File: src/rtl/maxpool_3x3_s2.sv
// 3x3 stride-2 max-pooling engine for one feature-map channel.
// Walks the input map window by window, issuing one bank read address per
// cycle, and folds the returning samples into a signed running maximum.
module maxpool_3x3_s2 #(
  parameter int DATA_W  = 16,
  parameter int ADDR_W  = 32,
  parameter int IN_DIM  = 111,
  parameter int OUT_DIM = 55,
  parameter int RD_LAT  = 1
) (
  input  logic              clk,
  input  logic              rst,
  input  logic              i_data_valid,
  input  logic [DATA_W-1:0] datain,
  output logic [ADDR_W-1:0] address,
  output logic [DATA_W-1:0] output_im,
  output logic              o_max_data_valid,
  output logic              o_done
);

  localparam int CW    = $clog2(OUT_DIM);
  localparam int TOTAL = OUT_DIM * OUT_DIM;
  localparam int OCW   = $clog2(TOTAL + 1);

  typedef enum logic [1:0] {IDLE, RUN, DONE} state_t;

  state_t state_reg, state_next;

  // Window position (row/col) and tap position (ti/tj) of the address being presented
  logic [CW-1:0]     row_reg, row_next, col_reg, col_next;
  logic [1:0]        ti_reg, ti_next, tj_reg, tj_next;
  logic              issued_all_reg, issued_all_next;
  logic [ADDR_W-1:0] address_reg, address_next;

  logic signed [DATA_W-1:0] acc_reg, acc_next, tap_max, datain_s;
  logic [DATA_W-1:0] output_im_reg, output_im_next;
  logic              strobe_reg, strobe_next;
  logic [OCW-1:0]    out_cnt_reg, out_cnt_next;

  // Tap tags {valid, first, last} travel alongside the read so they line up with datain
  logic              issue_vld, issue_first, issue_last, clear_all;
  logic [RD_LAT-1:0][2:0] meta_in, meta_pipe_reg;
  logic              tap_vld, tap_first, tap_last;

  assign datain_s = datain;
  assign meta_in[0] = {issue_vld, issue_first, issue_last};

  genvar gi;
  generate
    for (gi = 1; gi < RD_LAT; gi++) begin : g_meta_chain
      assign meta_in[gi] = meta_pipe_reg[gi-1];
    end
  endgenerate

  assign {tap_vld, tap_first, tap_last} = meta_pipe_reg[RD_LAT-1];
  assign tap_max = (datain_s > acc_reg) ? datain_s : acc_reg;

  // Delay line for tap tags; flushed on abort so stale reads are never folded in
  always_ff @(posedge clk) begin
    if (rst || clear_all) begin
      meta_pipe_reg <= '0;
    end else begin
      meta_pipe_reg <= meta_in;
    end
  end

  // Next-state, address walk, running max and output strobe
  always_comb begin
    state_next      = state_reg;
    row_next        = row_reg;
    col_next        = col_reg;
    ti_next         = ti_reg;
    tj_next         = tj_reg;
    issued_all_next = issued_all_reg;
    acc_next        = acc_reg;
    output_im_next  = output_im_reg;
    strobe_next     = 1'b0;
    out_cnt_next    = out_cnt_reg;
    issue_vld       = 1'b0;
    issue_first     = 1'b0;
    issue_last      = 1'b0;
    clear_all       = 1'b0;

    case (state_reg)
      IDLE: begin
        if (i_data_valid) state_next = RUN;
      end
      RUN: begin
        if (!i_data_valid) begin
          state_next = IDLE;
          clear_all  = 1'b1;
        end else begin
          if (!issued_all_reg) begin
            issue_vld   = 1'b1;
            issue_first = (ti_reg == 2'd0) && (tj_reg == 2'd0);
            issue_last  = (ti_reg == 2'd2) && (tj_reg == 2'd2);
            // Last tap of last window: freeze counters so address holds it
            if (row_reg == CW'(OUT_DIM-1) && col_reg == CW'(OUT_DIM-1) && issue_last) begin
              issued_all_next = 1'b1;
            end else if (tj_reg != 2'd2) begin
              tj_next = tj_reg + 2'd1;
            end else begin
              tj_next = 2'd0;
              if (ti_reg != 2'd2) begin
                ti_next = ti_reg + 2'd1;
              end else begin
                ti_next = 2'd0;
                if (col_reg != CW'(OUT_DIM-1)) begin
                  col_next = col_reg + CW'(1);
                end else begin
                  col_next = '0;
                  row_next = row_reg + CW'(1);
                end
              end
            end
          end
          if (tap_vld) begin
            acc_next = tap_first ? datain_s : tap_max;
            if (tap_last) begin
              output_im_next = acc_next;
              strobe_next    = 1'b1;
              out_cnt_next   = out_cnt_reg + OCW'(1);
            end
          end
          if (strobe_reg && out_cnt_reg == OCW'(TOTAL)) state_next = DONE;
        end
      end
      DONE: begin
        if (!i_data_valid) begin
          state_next = IDLE;
          clear_all  = 1'b1;
        end
      end
      default: state_next = IDLE;
    endcase

    if (clear_all) begin
      row_next        = '0;
      col_next        = '0;
      ti_next         = '0;
      tj_next         = '0;
      issued_all_next = 1'b0;
      acc_next        = '0;
      out_cnt_next    = '0;
    end

    address_next = (ADDR_W'(row_next) * ADDR_W'(2) + ADDR_W'(ti_next)) * ADDR_W'(IN_DIM)
                 + ADDR_W'(col_next) * ADDR_W'(2) + ADDR_W'(tj_next);
  end

  // State and datapath registers
  always_ff @(posedge clk) begin
    if (rst) begin
      state_reg      <= IDLE;
      row_reg        <= '0;
      col_reg        <= '0;
      ti_reg         <= '0;
      tj_reg         <= '0;
      issued_all_reg <= 1'b0;
      address_reg    <= '0;
      acc_reg        <= '0;
      output_im_reg  <= '0;
      strobe_reg     <= 1'b0;
      out_cnt_reg    <= '0;
    end else begin
      state_reg      <= state_next;
      row_reg        <= row_next;
      col_reg        <= col_next;
      ti_reg         <= ti_next;
      tj_reg         <= tj_next;
      issued_all_reg <= issued_all_next;
      address_reg    <= address_next;
      acc_reg        <= acc_next;
      output_im_reg  <= output_im_next;
      strobe_reg     <= strobe_next;
      out_cnt_reg    <= out_cnt_next;
    end
  end

  assign address          = address_reg;
  assign output_im        = output_im_reg;
  assign o_max_data_valid = strobe_reg;
  assign o_done           = (state_reg == DONE);

endmodule

File: config.mk
export PLATFORM = sky130hd
export DESIGN_NAME = maxpool_3x3_s2
export DESIGN_NICKNAME = d
export VERILOG_FILES = /design/src/rtl/maxpool_3x3_s2.sv
export SDC_FILE = /design/constraint.sdc
export NUM_CORES = 1
export LEC_CHECK = 0
export BUFFER_PORTS_ARGS = -buffer_cell sky130_fd_sc_hd__clkbuf_2
export CAP_MARGIN = 20
export CORE_MARGIN = 5
export CORE_UTILIZATION = 45
export CTS_CLUSTER_SIZE = 12
export DETAILED_ROUTE_END_ITERATION = 8
export GPL_ROUTABILITY_DRIVEN = 0
export HOLD_SLACK_MARGIN = 0.12
export PLACE_DENSITY = 0.65
export SLEW_MARGIN = 5
export SYNTH_ARGS = -nofsm -noshare
export SYNTH_HDL_FRONTEND = slang
export SYNTH_SLANG_ARGS = --single-unit
File: constraint.sdc
create_clock -name clk -period 7.1 [get_ports clk]
set_input_delay 0.71 -clock clk [delete_from_list [all_inputs] [get_ports clk]]
set_output_delay 0.71 -clock clk [all_outputs]
set_load 0.02 [all_outputs]
# ---- Word-level counts from Yosys, hierarchy flattened
# Index checks and enable logic that the tools add are counted.
dict set report totals {
  ff_bits 99
  output_inout_bits 50
  in_bits 19
}
dict set report op_classes {
  bitwise_logic 3
  multipliers 1
  order_cmp 1
  add_sub_neg 8
  n_eq_ne 13
  n_mux 42
  n_reduce_logical 18
}
# cell count
set ops {}
lappend ops {{$mux W6} 16}
lappend ops {{$mux W2} 17}
lappend ops {{$mux W16} 2}
lappend ops {{$add A16 B2 Y17} 1}
lappend ops {{$add A15 B7 Y16} 1}
lappend ops {{$gt A16 B16 Y1} 1}
lappend ops {{$mul A8 B7 Y15 const B} 1}
lappend ops {{$add A12 B1 Y12 const B} 1}
lappend ops {{$add A6 B1 Y6 const B} 2}
lappend ops {{$eq A12 B12 Y1 const B} 1}
lappend ops {{$eq A6 B6 Y1 const B} 2}
lappend ops {{$add A7 B2 Y8} 1}
lappend ops {{$ne A2 B2 Y1 const B} 4}
lappend ops {{$reduce_or A4 Y1} 2}
lappend ops {{$eq A2 B2 Y1 const B} 3}
lappend ops {{$logic_not A2 Y1} 3}
lappend ops {{$mux W1} 6}
lappend ops {{$ne A6 B6 Y1 const B} 1}
lappend ops {{$pmux W2 S3} 1}
lappend ops {{$reduce_and A3 Y1} 2}
lappend ops {{$logic_and A1 B1 Y1} 5}
lappend ops {{$add A2 B1 Y2 const B} 2}
lappend ops {{$reduce_and A4 Y1} 1}
lappend ops {{$reduce_or A2 Y1} 2}
lappend ops {{other kinds (6)} 8}

# ---- Longest topological paths before layout
# Gate-level depths: netlist of run 1.
dict set report logic_depth {
  depth_word 13
  depth_mapped 31
  ltp_nobuf 30
}

# ---- Worst setup path before layout of run 1
# Ideal clock, no wire load.
dict set report synth_path {
  path_type {input to register}
  startpoint {input i_data_valid}
  endpoint {register address_reg[15], in the netlist address[15]}
  path_stages 24
  setup_slack_ns 0.597
  t_arrival_ns 6.382
  cell_sequence {and3b_1 buf_2 nand2_1 nor3_2 buf_2 xnor2_1 nor2_1 ha_1 ha_1 nand3_1 nor3_1 fa_1 inv_1 fa_1 fa_1 inv_1 fa_1 ha_1 or3_1 a2111oi_0 o21bai_1 a21oi_1 a2111o_1 o21ai_0}
}
dict set report synth_between {
  elab_chain_cells 7
  elab_cells_between_ends 18
  classes_between {add/sub (3); mul (1); mux (14)}
}
# item line
set synth_rtl {}
lappend synth_rtl {{start: declaration} 13} ;# input logic i_data_valid,
lappend synth_rtl {{$mux W6 / $mux W1 (equally long branches)} {89, 129}}
lappend synth_rtl {{$mux W6 / $mux W1 (equally long branches)} -}
lappend synth_rtl {{$mux W6 *} 137} ;# if (clear_all) begin
lappend synth_rtl {{named net row_next[0]} 30} ;# logic [CW-1:0] row_reg, row_next, col_reg, col_next;
lappend synth_rtl {{$add A7 B2 Y8 *} 147} ;# address_next = (ADDR_W'(row_next) * ADDR_W'(2) + ADDR_W'(ti_next)) * ADDR_W'(IN_DIM)
lappend synth_rtl {{$mul A8 B7 Y15 *} 147}
lappend synth_rtl {{$add A15 B7 Y16 *} 148} ;# + ADDR_W'(col_next) * ADDR_W'(2) + ADDR_W'(tj_next);
lappend synth_rtl {{$add A16 B2 Y17 *} 148}
lappend synth_rtl {{end signal: assignment} 172} ;# address_reg <= address_next;
lappend synth_rtl {{end: declaration} 33} ;# logic [ADDR_W-1:0] address_reg, address_next;
# Mark *: on every way through the listed nets, which the timed path passes. The rest lies on a longest branch.
# A chain may end at the register's enable or synchronous reset.

# ---- Worst setup path after layout of run 1
dict set report layout_path {
  startpoint {register col_reg[0]}
  endpoint {register address_reg[13], in the netlist address[13]}
}
dict set report layout_between {
  elab_cells_between_ends 35
  classes_between {add/sub (4); mul (1); eq/ne (2); mux (26); reduce/logical (2)}
}
# item line
set layout_lines {}
lappend layout_lines {{start: declaration} 30}
lappend layout_lines {{start signal: assignment} 168} ;# col_reg <= col_next;
lappend layout_lines {{$eq A6 B6 Y1} 98} ;# if (row_reg == CW'(OUT_DIM-1) && col_reg == CW'(OUT_DIM-1) && issue_last) begin
lappend layout_lines {{$logic_and A1 B1 Y1 (2 in a row)} 98}
lappend layout_lines {{$mux W2} 98}
lappend layout_lines {{$mux W2} 93} ;# if (!issued_all_reg) begin
lappend layout_lines {{$mux W2} 89} ;# if (!i_data_valid) begin
lappend layout_lines {{$mux W2} 84} ;# case (state_reg)
lappend layout_lines {{$mux W2} 137}
lappend layout_lines {{named net ti_next[1]} 31} ;# logic [1:0] ti_reg, ti_next, tj_reg, tj_next;
lappend layout_lines {{$add A7 B2 Y8} 147}
lappend layout_lines {{$mul A8 B7 Y15} 147}
lappend layout_lines {{$add A15 B7 Y16} 148}
lappend layout_lines {{$add A16 B2 Y17} 148}
# The timed path passes the listed nets, and every way through them passes these cells.

==> summary.md, run 1 <==
| Metric | Value |
|---|---|
| Overall routing resource usage | between 10% and 20% |
| Syn_area_per_cell | approximately 8.8 um2 |
| Most used DFF post-synth | dfxtp_1 |
| CTS Buf Count | 9 |
| Min Tclk post-route | approximately 6600 ps |
| Top-level port count | 69 |
| Pint | ~0.83 mW |
| Largest net degree at the start of global routing | 44 |
| Area Growth Syn to Fin | 12.9% |
| CP max-delay cell | fa_1 |
| Worst EP arrival | just under 7000 ps |
| Setup Skew | ~5.4 ps |
| Crit. End Element | flop |
| Synth top area share | between 20% and 30% |
| Row Count | 42 |
| Vias in the first global route | 4738 |
| Resized cells post-CTS | 0 |
| Final WL | between 10 and 15 mm |
| Worst hold path class | flop to flop |
| Sinks on the clock net | 84 |
| Clock latency on the worst-skew pair | between 300 and 400 ps |
| Leakage dissipation | 3.03 nW |
| Ys async rst share | 0% |
| Startpoint types | flop |
| Cell count of the worst reg-to-reg path | 30 |
| Most frequent cell after synthesis | inv_1 |
| Initial antenna violation count | 0 |
| VDD IR max | roughly 0.00011 V |
| Yosys top cell by area | dfxtp_1 |
| Comb power frac | under 10% |
| Final slew viol count | 0 |
| Synth Cell Area | approximately 6000 um2 |
| Drt first pass iters | 4 |
| Hold Violations, Final | 0 |
| Pre-CTS setup slack | 90.2 ps |
| CTS tree | built |
| Clk root buf | clkbuf_16 |
| Synth Warn # | 0 |
| Worst Slack Setup Final | between 500 and 600 ps |
| Total grt overflow | 0 |
| Seq/Total Area, Yosys | around 28% |
| TNS Setup | 0 ps |
| Clock tree buffer depth | 2 |
| Sequential power share | 43.5% |
| NetSw | approximately 0.27 mW |
| Critical Path RT | ~7300 ps |
| Worst-path maximum fanout | 5 |
| WS Path Type | flop to flop |
| Die H | approximately 130 um |
| Run status | finished, final reports clean |
| Hold path cells | 2 |
| Post-place instance area | roughly 6300 um2 |
| Die Span X | 125 um |
| Fmax | about 150 MHz |
| Routed via count | between 4000 and 5000 |
| H-tree depth | 3 |
| Design Power | 1.10 mW |
| Post-synthesis cell type count | slightly below 60 |
| Synth top cells by count | inv_1, dfxtp_1, ha_1 |
| Max_slew headroom | a little over a third |
| Antenna viol nets, final | 0 |
| DR iter-0 viols | between 150 and 200 |
| Core Region | about 13000 um2 |
| Sw Share | ~25% |
| Actual slew at the worst max-slew pin | ~970 ps |
| Cells after synthesis | about 670 |
| Initial Util | 45.5% |
| Max-Cap Viols | 0 |
| Seq cells post-synth | 84 |
| Post-synth EDFFs | 0 |
| Clock transition at the registers of the reported paths | roughly 70 ps |
| Dominant cells by area after synthesis | dfxtp_1, ha_1, fa_1 |
| Period utilization | 92.5% |
| First-pass GRT wire length | ~21 mm |
| Hold_ws | 492 ps |
| Diodes inserted | 0 |
| PwrDens | around 160 nW/um2 |
| Share of layout cells above drive strength 1 | approximately 14% |
| Design area | about 6700 um2 |
| Max reg flops | 17 |
| DRC viols | 0 |
| Die Area | around 16000 um2 |
| Number of port buffers | 53 |
| Hold_buf cts | 0 |
| Setup bufs post-CTS | 0 |
| Clock share of power | 48.2% |
| Wire per inst | ~13 um |
| Routed vias/inst | 5.13 |
| Post-DP HPWL | between 9 and 10 mm |
| Crit-path max cell delay | ~540 ps |
| CP dominant cell by count | inv_1 |
| Nets | 837 |
| Final setup viols | 0 |
## through the flow
| step | cells | util [%] |
|---|---|---|
| after floorplan | 688 | - |
| after global placement | 885 | 48.5 |
| after detailed placement | 885 | 48.5 |
| after CTS | 901 | 51.1 |
| after global routing | 902 | 51.4 |
| final | 902 | 51.4 |
## cell type report
class | count | area [um2]
Tap cell | 176 | 220
Clock inverter | 6 | 93.8
Sequential cell | 84 | 1680
Multi-Input combinational cell | 474 | 3800
Timing Repair Buffer | 65 | 359
Fill cell | 1217 | 6360
Clock buffer | 10 | 239
Inverter | 87 | 327
## worst max-delay path: cells and delay by family (launching register included)
kind / cells / cell delay (ps)
AO/OA/AOI/OAI: 7 / 1270
AND/OR/NAND/NOR: 8 / 1370
adder cells (fa/ha/maj): 7 / 2720
multiplexers: 1 / 210
buffers and inverters: 5 / 290
XOR/XNOR: 2 / 260
flip-flops: 1 / 330
## cell families after synthesis
| kind of cell | synth area share [%] |
|---|---|
| other cells | 0.0630 |
| simple gates | 17.3 |
| compound gates | 12.9 |
| xor+xnor | 4.73 |
| fa+ha+maj | 23.8 |
| mux | 3.41 |
| buf+inv | 9.50 |
| flops | 28.3 |
## power groups by stage
stage	registers [mW]	clock network [mW]	logic (mW)
finish	0.477	0.529	0.0912
global route	0.477	0.563	0.103
CTS	0.477	0.546	0.0911
detailed placement	0.488	0	0.0903
global placement	0.488	0	0.0882
floorplan	0.489	0	0.0718
## routing by layer
metal / up-vias / global-route usage, % / routed length (um)
li1: 2356 / - / -
met1: 2177 / 20.5 / 5500
met2: 71 / 26.3 / 5560
met3: 21 / 2.99 / 398
met4: 0 / 6.63 / 261
met5: - / 0 / 0
## path summary, 6_finish.rpt
path / startpoint / endpoint / slack [ps]
worst min-delay path: issued_all_reg$_SDFFE_PP0P_ / issued_all_reg$_SDFFE_PP0P_ / 490
worst min register to register: issued_all_reg$_SDFFE_PP0P_ / issued_all_reg$_SDFFE_PP0P_ / 490
worst max-delay path: col_reg[0]$_SDFF_PP0_ / address[13]$_SDFF_PP0_ / 530
worst max register to register: col_reg[0]$_SDFF_PP0_ / address[13]$_SDFF_PP0_ / 530
## cells in the final DEF, fill, tap and decap left out, drive strengths merged, types with 15 or more instances in the layout
| cell | synthesis | routed |
|---|---|---|
| a211oi | 18 | 18 |
| a21oi | 22 | 22 |
| clkbuf | 19 | 63 |
| conb | 1 | 15 |
| dfxtp | 84 | 84 |
| fa | 27 | 27 |
| ha | 70 | 70 |
| inv | 87 | 90 |
| mux2i | 18 | 18 |
| nand2 | 43 | 43 |
| nor2 | 63 | 63 |
| nor3 | 24 | 24 |
| o211ai | 17 | 17 |
| o31ai | 16 | 16 |
| xnor2 | 15 | 15 |
| xor2 | 15 | 15 |
Note: power is estimated with default switching activity, not from simulation.
==> run 2: changes to the inputs <==
- HOLD_SLACK_MARGIN: 0.12 -> 0.15
- MAX_ROUTING_LAYER: not set -> met4
==> run 2 against run 1 <==
- register-to-register slack about the same
- fmax up 0.13%
- flip-flop and latch count unchanged
- largest cell class unchanged
- critical path type unchanged
- routed wire length about the same
- clock-buffer cell count unchanged
- critical endpoint unchanged
==> summary.md, run 2 (same netlist as run 1, synthesis figures left out) <==
| Metric | Value |
|---|---|
| Sinks on the clock net | 84 (unchanged) |
| Critical Path RT | 7320 ps (about the same) |
| Crit. End Element | flop |
| Hold_buf cts | 0 (unchanged) |
| WS Path Type | flop to flop |
| Design Power | 1.10 mW (about the same) |
| Share of layout cells above drive strength 1 | 14.5% (unchanged) |
| Period utilization | 92.4% (-0.12 points) |
| Wire per inst | 13.0 um (about the same) |
| CTS tree | built |
| Total grt overflow | 0 (unchanged) |
| Max_slew headroom | 35.6% (+0.29 points) |
| Design area | 6720 um2 (unchanged) |
| Routed vias/inst | 5.11 (-0.32%) |
| Nets | 837 (unchanged) |
| Worst Slack Setup Final | 541 ps (+8.33 ps) |
| Die H | 125 um (unchanged) |
| Setup bufs post-CTS | 0 (unchanged) |
| Sw Share | 24.7% (about the same) |
| Final slew viol count | 0 (unchanged) |
| Setup Skew | 5.89 ps (+0.471 ps) |
| Core Region | 13100 um2 (unchanged) |
| Final setup viols | 0 (unchanged) |
| Antenna viol nets, final | 0 (unchanged) |
| Max reg flops | 17 (unchanged) |
| Clock share of power | 48.2% (about the same) |
| CP dominant cell by count | inv_1 |
| Vias in the first global route | 4723 (-0.32%) |
| Clk root buf | clkbuf_16 |
| Worst EP arrival | 6780 ps (about the same) |
| Initial Util | 45.5% (unchanged) |
| Post-place instance area | 6350 um2 (unchanged) |
| Pint | 0.827 mW (about the same) |
| DR iter-0 viols | 187 (+6.9%) |
| Fmax | 152 MHz (+0.13%) |
| Number of port buffers | 53 (unchanged) |
| Largest net degree at the start of global routing | 44 (unchanged) |
| Actual slew at the worst max-slew pin | 966 ps (-4.38 ps) |
| # fillers | 1217 (unchanged) |
| Post-DP HPWL | 9.06 mm (unchanged) |
| Leakage dissipation | 3.03 nW (unchanged) |
| Area Growth Syn to Fin | 12.9% (unchanged) |
| First-pass GRT wire length | 21.2 mm (+0.13%) |
| Worst hold path class | flop to flop |
| Leading cell type in the layout, fill and taps excluded | inv_1 |
| PwrDens | 163 nW/um2 (about the same) |
| Die Span X | 125 um (unchanged) |
| Die Area | 15600 um2 (unchanged) |
| Comb power frac | 8.3% (about the same) |
| NetSw | 0.271 mW (about the same) |
| Run status | finished, final reports clean |
| Clock latency on the worst-skew pair | 350 ps (about the same) |
| CP max-delay cell | fa_1 |
| Sequential power share | 43.5% (about the same) |
| Min Tclk post-route | 6560 ps (-8.33 ps) |
| Top-level port count | 69 (unchanged) |
| Drt first pass iters | 4 (unchanged) |
| Crit-path max cell delay | 540 ps (about the same) |
| Resized cells post-CTS | 0 (unchanged) |
| Worst-path maximum fanout | 5 (unchanged) |
| Diodes inserted | 0 (unchanged) |
| H-tree depth | 3 (unchanged) |
| VDD IR max | 0.000107 V (-0.68%) |
| CTS Buf Count | 9 (unchanged) |
| Routed via count | 4610 (-0.32%) |
| Hold Violations, Final | 0 (unchanged) |
| Clock transition at the registers of the reported paths | 70 ps (about the same) |
| Clock tree buffer depth | 2 (unchanged) |
| Startpoint types | flop |
| Final WL | 11.7 mm (about the same) |
| Commonest non-fill, non-tap cells in the layout | inv_1, dfxtp_1, ha_1, nor2_1, clkbuf_2 |
| Max-Cap Viols | 0 (unchanged) |
| Row Count | 42 (unchanged) |
| Fin util | 51.4% (unchanged) |
| Pre-CTS setup slack | 90.2 ps (unchanged) |
| Initial antenna violation count | 0 (unchanged) |
| DRC viols | 0 (unchanged) |
| Overall routing resource usage | 16.4% (+0.50 points) |
[run 2: cell counts in the layout (fill, tap and decap cells not counted)]
Identical to the previous run, type by type.
[run 2: area by class of cell]
cell class | instances | area (um2) | area share (%)
multi-input combinational | 474 | 3800 | 56.5
sequential | 84 | 1680 | 25.0
timing repair buffer | 65 | 359 | 5.34
inverter | 87 | 327 | 4.86
clock buffer | 10 | 239 | 3.56
tap | 176 | 220 | 3.28
clock inverter | 6 | 93.8 | 1.40
[run 2: per-layer routing]
metal	global-route usage [%]	vias up	routed length (um)
met5	-	-	0
met4	6.63	0	264
met3	2.81	21	362
met2	26.2	68	5540
met1	20.8	2164	5560
li1	-	2357	-
[run 2: stage by stage]
stage	TNS (ps)	hold WS (ps)	instances
6_report	0	492	902
2_1_floorplan	0	442	688
5_1_grt	-12.8	508	902
4_1_cts	0	494	901
3_3_place_gp	0	462	885
3_5_place_dp	0	476	885
[run 2: path summary, 6_finish.rpt]
| check | start | to | slack [ps] | cells after the start |
|---|---|---|---|---|
| setup / recovery | col_reg[0]$_SDFF_PP0_ | address[13]$_SDFF_PP0_ | 540 | 30 |
| hold / removal | issued_all_reg$_SDFFE_PP0P_ | issued_all_reg$_SDFFE_PP0P_ | 490 | 2 |
| setup reg to reg | col_reg[0]$_SDFF_PP0_ | address[13]$_SDFF_PP0_ | 540 | 30 |
| hold reg to reg | issued_all_reg$_SDFFE_PP0P_ | issued_all_reg$_SDFFE_PP0P_ | 490 | 2 |
[run 2: worst max-delay path: cells and delay by family, from the launching register on]
family	cells	cell delay, ps
AOI/OAI and AO/OA	7	1270
adders and majority gates	7	2720
buffers and inverters	5	290
muxes	1	200
and+or+nand+nor	8	1370
DFF	1	330
xor gates and xnor gates	2	260
[run 2: power groups by stage]
stage | clock, mW | combinational, mW | sequential, mW
finish | 0.529 | 0.0912 | 0.477
global route | 0.563 | 0.103 | 0.477
CTS | 0.546 | 0.0911 | 0.477
detailed placement | 0 | 0.0903 | 0.488
global placement | 0 | 0.0882 | 0.488
floorplan | 0 | 0.0718 | 0.489
==> run 3: changes to the inputs <==
- RECOVER_POWER: not set -> 50
==> run 3 against run 2 <==
- the run now ends with capacitance limit, slew limit left
- combinational power down 1%
- largest power group unchanged
- highest routed layer unchanged
- sequential share of layout area up 0.22 points
- die area unchanged
- critical path depth unchanged
- non-clock buffer count unchanged
- clock-buffer cell count unchanged
- via count up 0.20%
- global-route usage unchanged
- clock skew up 1.3 ps
- cell count unchanged
- register-to-register slack about the same
- critical endpoint unchanged
- power about the same
==> summary.md, run 3 (same netlist as run 1, synthesis figures left out) <==
| Metric | Value |
|---|---|
| Crit. End Element | flop |
| Routed via count | 4619 (+0.20%) |
| Initial antenna violation count | 0 (unchanged) |
| Nets | 837 (unchanged) |
| Area Growth Syn to Fin | 11.9% |
| Overall routing resource usage | 16.4% (unchanged) |
| Startpoint types | flop |
| Initial Util | 45.5% (unchanged) |
| Die H | 125 um (unchanged) |
| Antenna viol nets, final | 0 (unchanged) |
| Clock transition at the registers of the reported paths | 70 ps (about the same) |
| Leakage dissipation | 2.89 nW (-4.5%) |
| CP max-delay cell | fa_1 |
| CP dominant cell by count | inv_1 |
| Core Region | 13100 um2 (unchanged) |
| CTS Buf Count | 9 (unchanged) |
| Largest net degree at the start of global routing | 44 (unchanged) |
| Crit-path max cell delay | 540 ps (about the same) |
| PwrDens | 165 nW/um2 (+0.94%) |
| Top-level port count | 69 (unchanged) |
| Worst EP arrival | 6790 ps (about the same) |
| H-tree depth | 3 (unchanged) |
| Fmax | 152 MHz (-0.13%) |
| R2R Setup Slk | 530 ps (about the same) |
| Buf/Inv on CP | 5 (unchanged) |
| DRC viols | 0 (unchanged) |
| Number of port buffers | 53 (unchanged) |
| Actual slew at the worst max-slew pin | 1650 ps (+686 ps) |
| Share of layout cells above drive strength 1 | 9.09% (-5.4 points) |
| Setup Skew | 7.18 ps (+1.28 ps) |
| Vias in the first global route | 4723 (unchanged) |
| Final WL | 11.8 mm (+0.38%) |
| Post-DP HPWL | 9.06 mm (unchanged) |
| Run status | complete, but fails checks |
| Min Tclk post-route | 6570 ps (+8.21 ps) |
| Die Span X | 125 um (unchanged) |
| Hold_ws | 492 ps (+0.107 ps) |
| Leading cell type in the layout, fill and taps excluded | inv_1 |
| Die Area | 15600 um2 (unchanged) |
| Routed vias/inst | 5.12 (+0.20%) |
| Drt first pass iters | 4 (unchanged) |
| Sinks on the clock net | 84 (unchanged) |
| Clock tree buffer depth | 2 (unchanged) |
| Commonest non-fill, non-tap cells in the layout | inv_1, dfxtp_1, ha_1, nor2_1, nand2_1 |
| Hold Violations, Final | 0 (unchanged) |
| First-pass GRT wire length | 21.2 mm (unchanged) |
| Max_slew headroom | -10.1% (-46 points) |
| Max reg flops | 17 (unchanged) |
| Max-Cap Viols | 1 (+1) |
| Hold path cells | 2 (unchanged) |
| Final setup viols | 0 (unchanged) |
| Min-delay src | issued_all_reg$_SDFFE_PP0P_ |
| Total grt overflow | 0 (unchanged) |
| Period utilization | 92.5% (+0.12 points) |
| Design Power | 1.10 mW (about the same) |
| WS Path Type | flop to flop |
| Cell count of the worst reg-to-reg path | 30 (unchanged) |
| Final slew viol count | 40 (+40) |
| RR Endpoint | address[13]$_SDFF_PP0_ |
| Largest delay contributor family on the critical path | adder cells |
| Row Count | 42 (unchanged) |
| Worst r2r src | col_reg[0]$_SDFF_PP0_ |
| Diodes inserted | 0 (unchanged) |
| Hold_buf cts | 0 (unchanged) |
| CTS tree | built |
| Worst-path maximum fanout | 5 (unchanged) |
| VDD IR max | 0.000107 V (-0.25%) |
| Hold EP | issued_all_reg$_SDFFE_PP0P_ |
| DR iter-0 viols | 167 (-11%) |
| Wire per inst | 13.0 um (+0.38%) |
| Worst hold path class | flop to flop |
| Clk root buf | clkbuf_16 |
| Critical Path RT | 7320 ps (about the same) |
| Clock latency on the worst-skew pair | 350 ps (about the same) |
| Violated checks | capacitance limit, slew limit |
run 3: how the worst max path moves through the flow:
stage | cells after the start | to | startpoint | slack (ps)
2_1_floorplan | 24 | address[15]$_SDFF_PP0_ | i_data_valid | 600
3_3_place_gp | 29 | address[13]$_SDFF_PP0_ | col_reg[0]$_SDFF_PP0_ | 360
3_5_place_dp | 29 | address[15]$_SDFF_PP0_ | col_reg[0]$_SDFF_PP0_ | 90
4_1_cts | 29 | address[15]$_SDFF_PP0_ | col_reg[0]$_SDFF_PP0_ | 60
5_1_grt | 29 | address[13]$_SDFF_PP0_ | col_reg[0]$_SDFF_PP0_ | -10
6_report | 30 | address[13]$_SDFF_PP0_ | col_reg[0]$_SDFF_PP0_ | 530
run 3: per-layer routing:
| metal | GRT usage (%) | wire length (um) |
|---|---|---|
| met1 | 20.8 | 5600 |
| met2 | 26.2 | 5520 |
| met3 | 2.81 | 385 |
| met4 | 6.63 | 262 |
| met5 | - | 0 |
run 3: cell type report:
class,instances,area [um2]
inverter,87,327
timing repair buffer,65,300
sequential,84,1680
clock inverter,6,93.8
tap,176,220
multi-input combinational,474,3800
clock buffer,10,239
fill,1228,6420
run 3: metrics by stage:
stage / utilization (%) / instance area [um2] / TNS (ps) / setup WS (ps) / instances
after floorplan: - / 6000 / 0 / 597 / 688
after global placement: 48.5 / 6350 / 0 / 357 / 885
after detailed placement: 48.5 / 6350 / 0 / 90.2 / 885
after CTS: 51.1 / 6680 / 0 / 63.5 / 901
after global routing: 50.9 / 6660 / -12.9 / -12.9 / 902
final: 50.9 / 6660 / 0 / 533 / 902
run 3: report_power, final:
group / total [mW] / switching (mW) / internal (mW) / leakage, nW
Sequential: 0.477 / 0.00237 / 0.475 / 0.677
Clock: 0.531 / 0.209 / 0.322 / 0.160
Combinational: 0.0900 / 0.0608 / 0.0292 / 2.05
Total: 1.10 / 0.273 / 0.826 / 2.89
run 3: worst min-delay path, stage by stage, from the launching register on:
cell     delay, ps
dfxtp_1        340
a31oi_1         40
nor2_1          70
run 3: timing repair:
item,in CTS,in global routing
setup endpoints to repair,0,5
buffers inserted,0,0
gates resized for setup,0,7
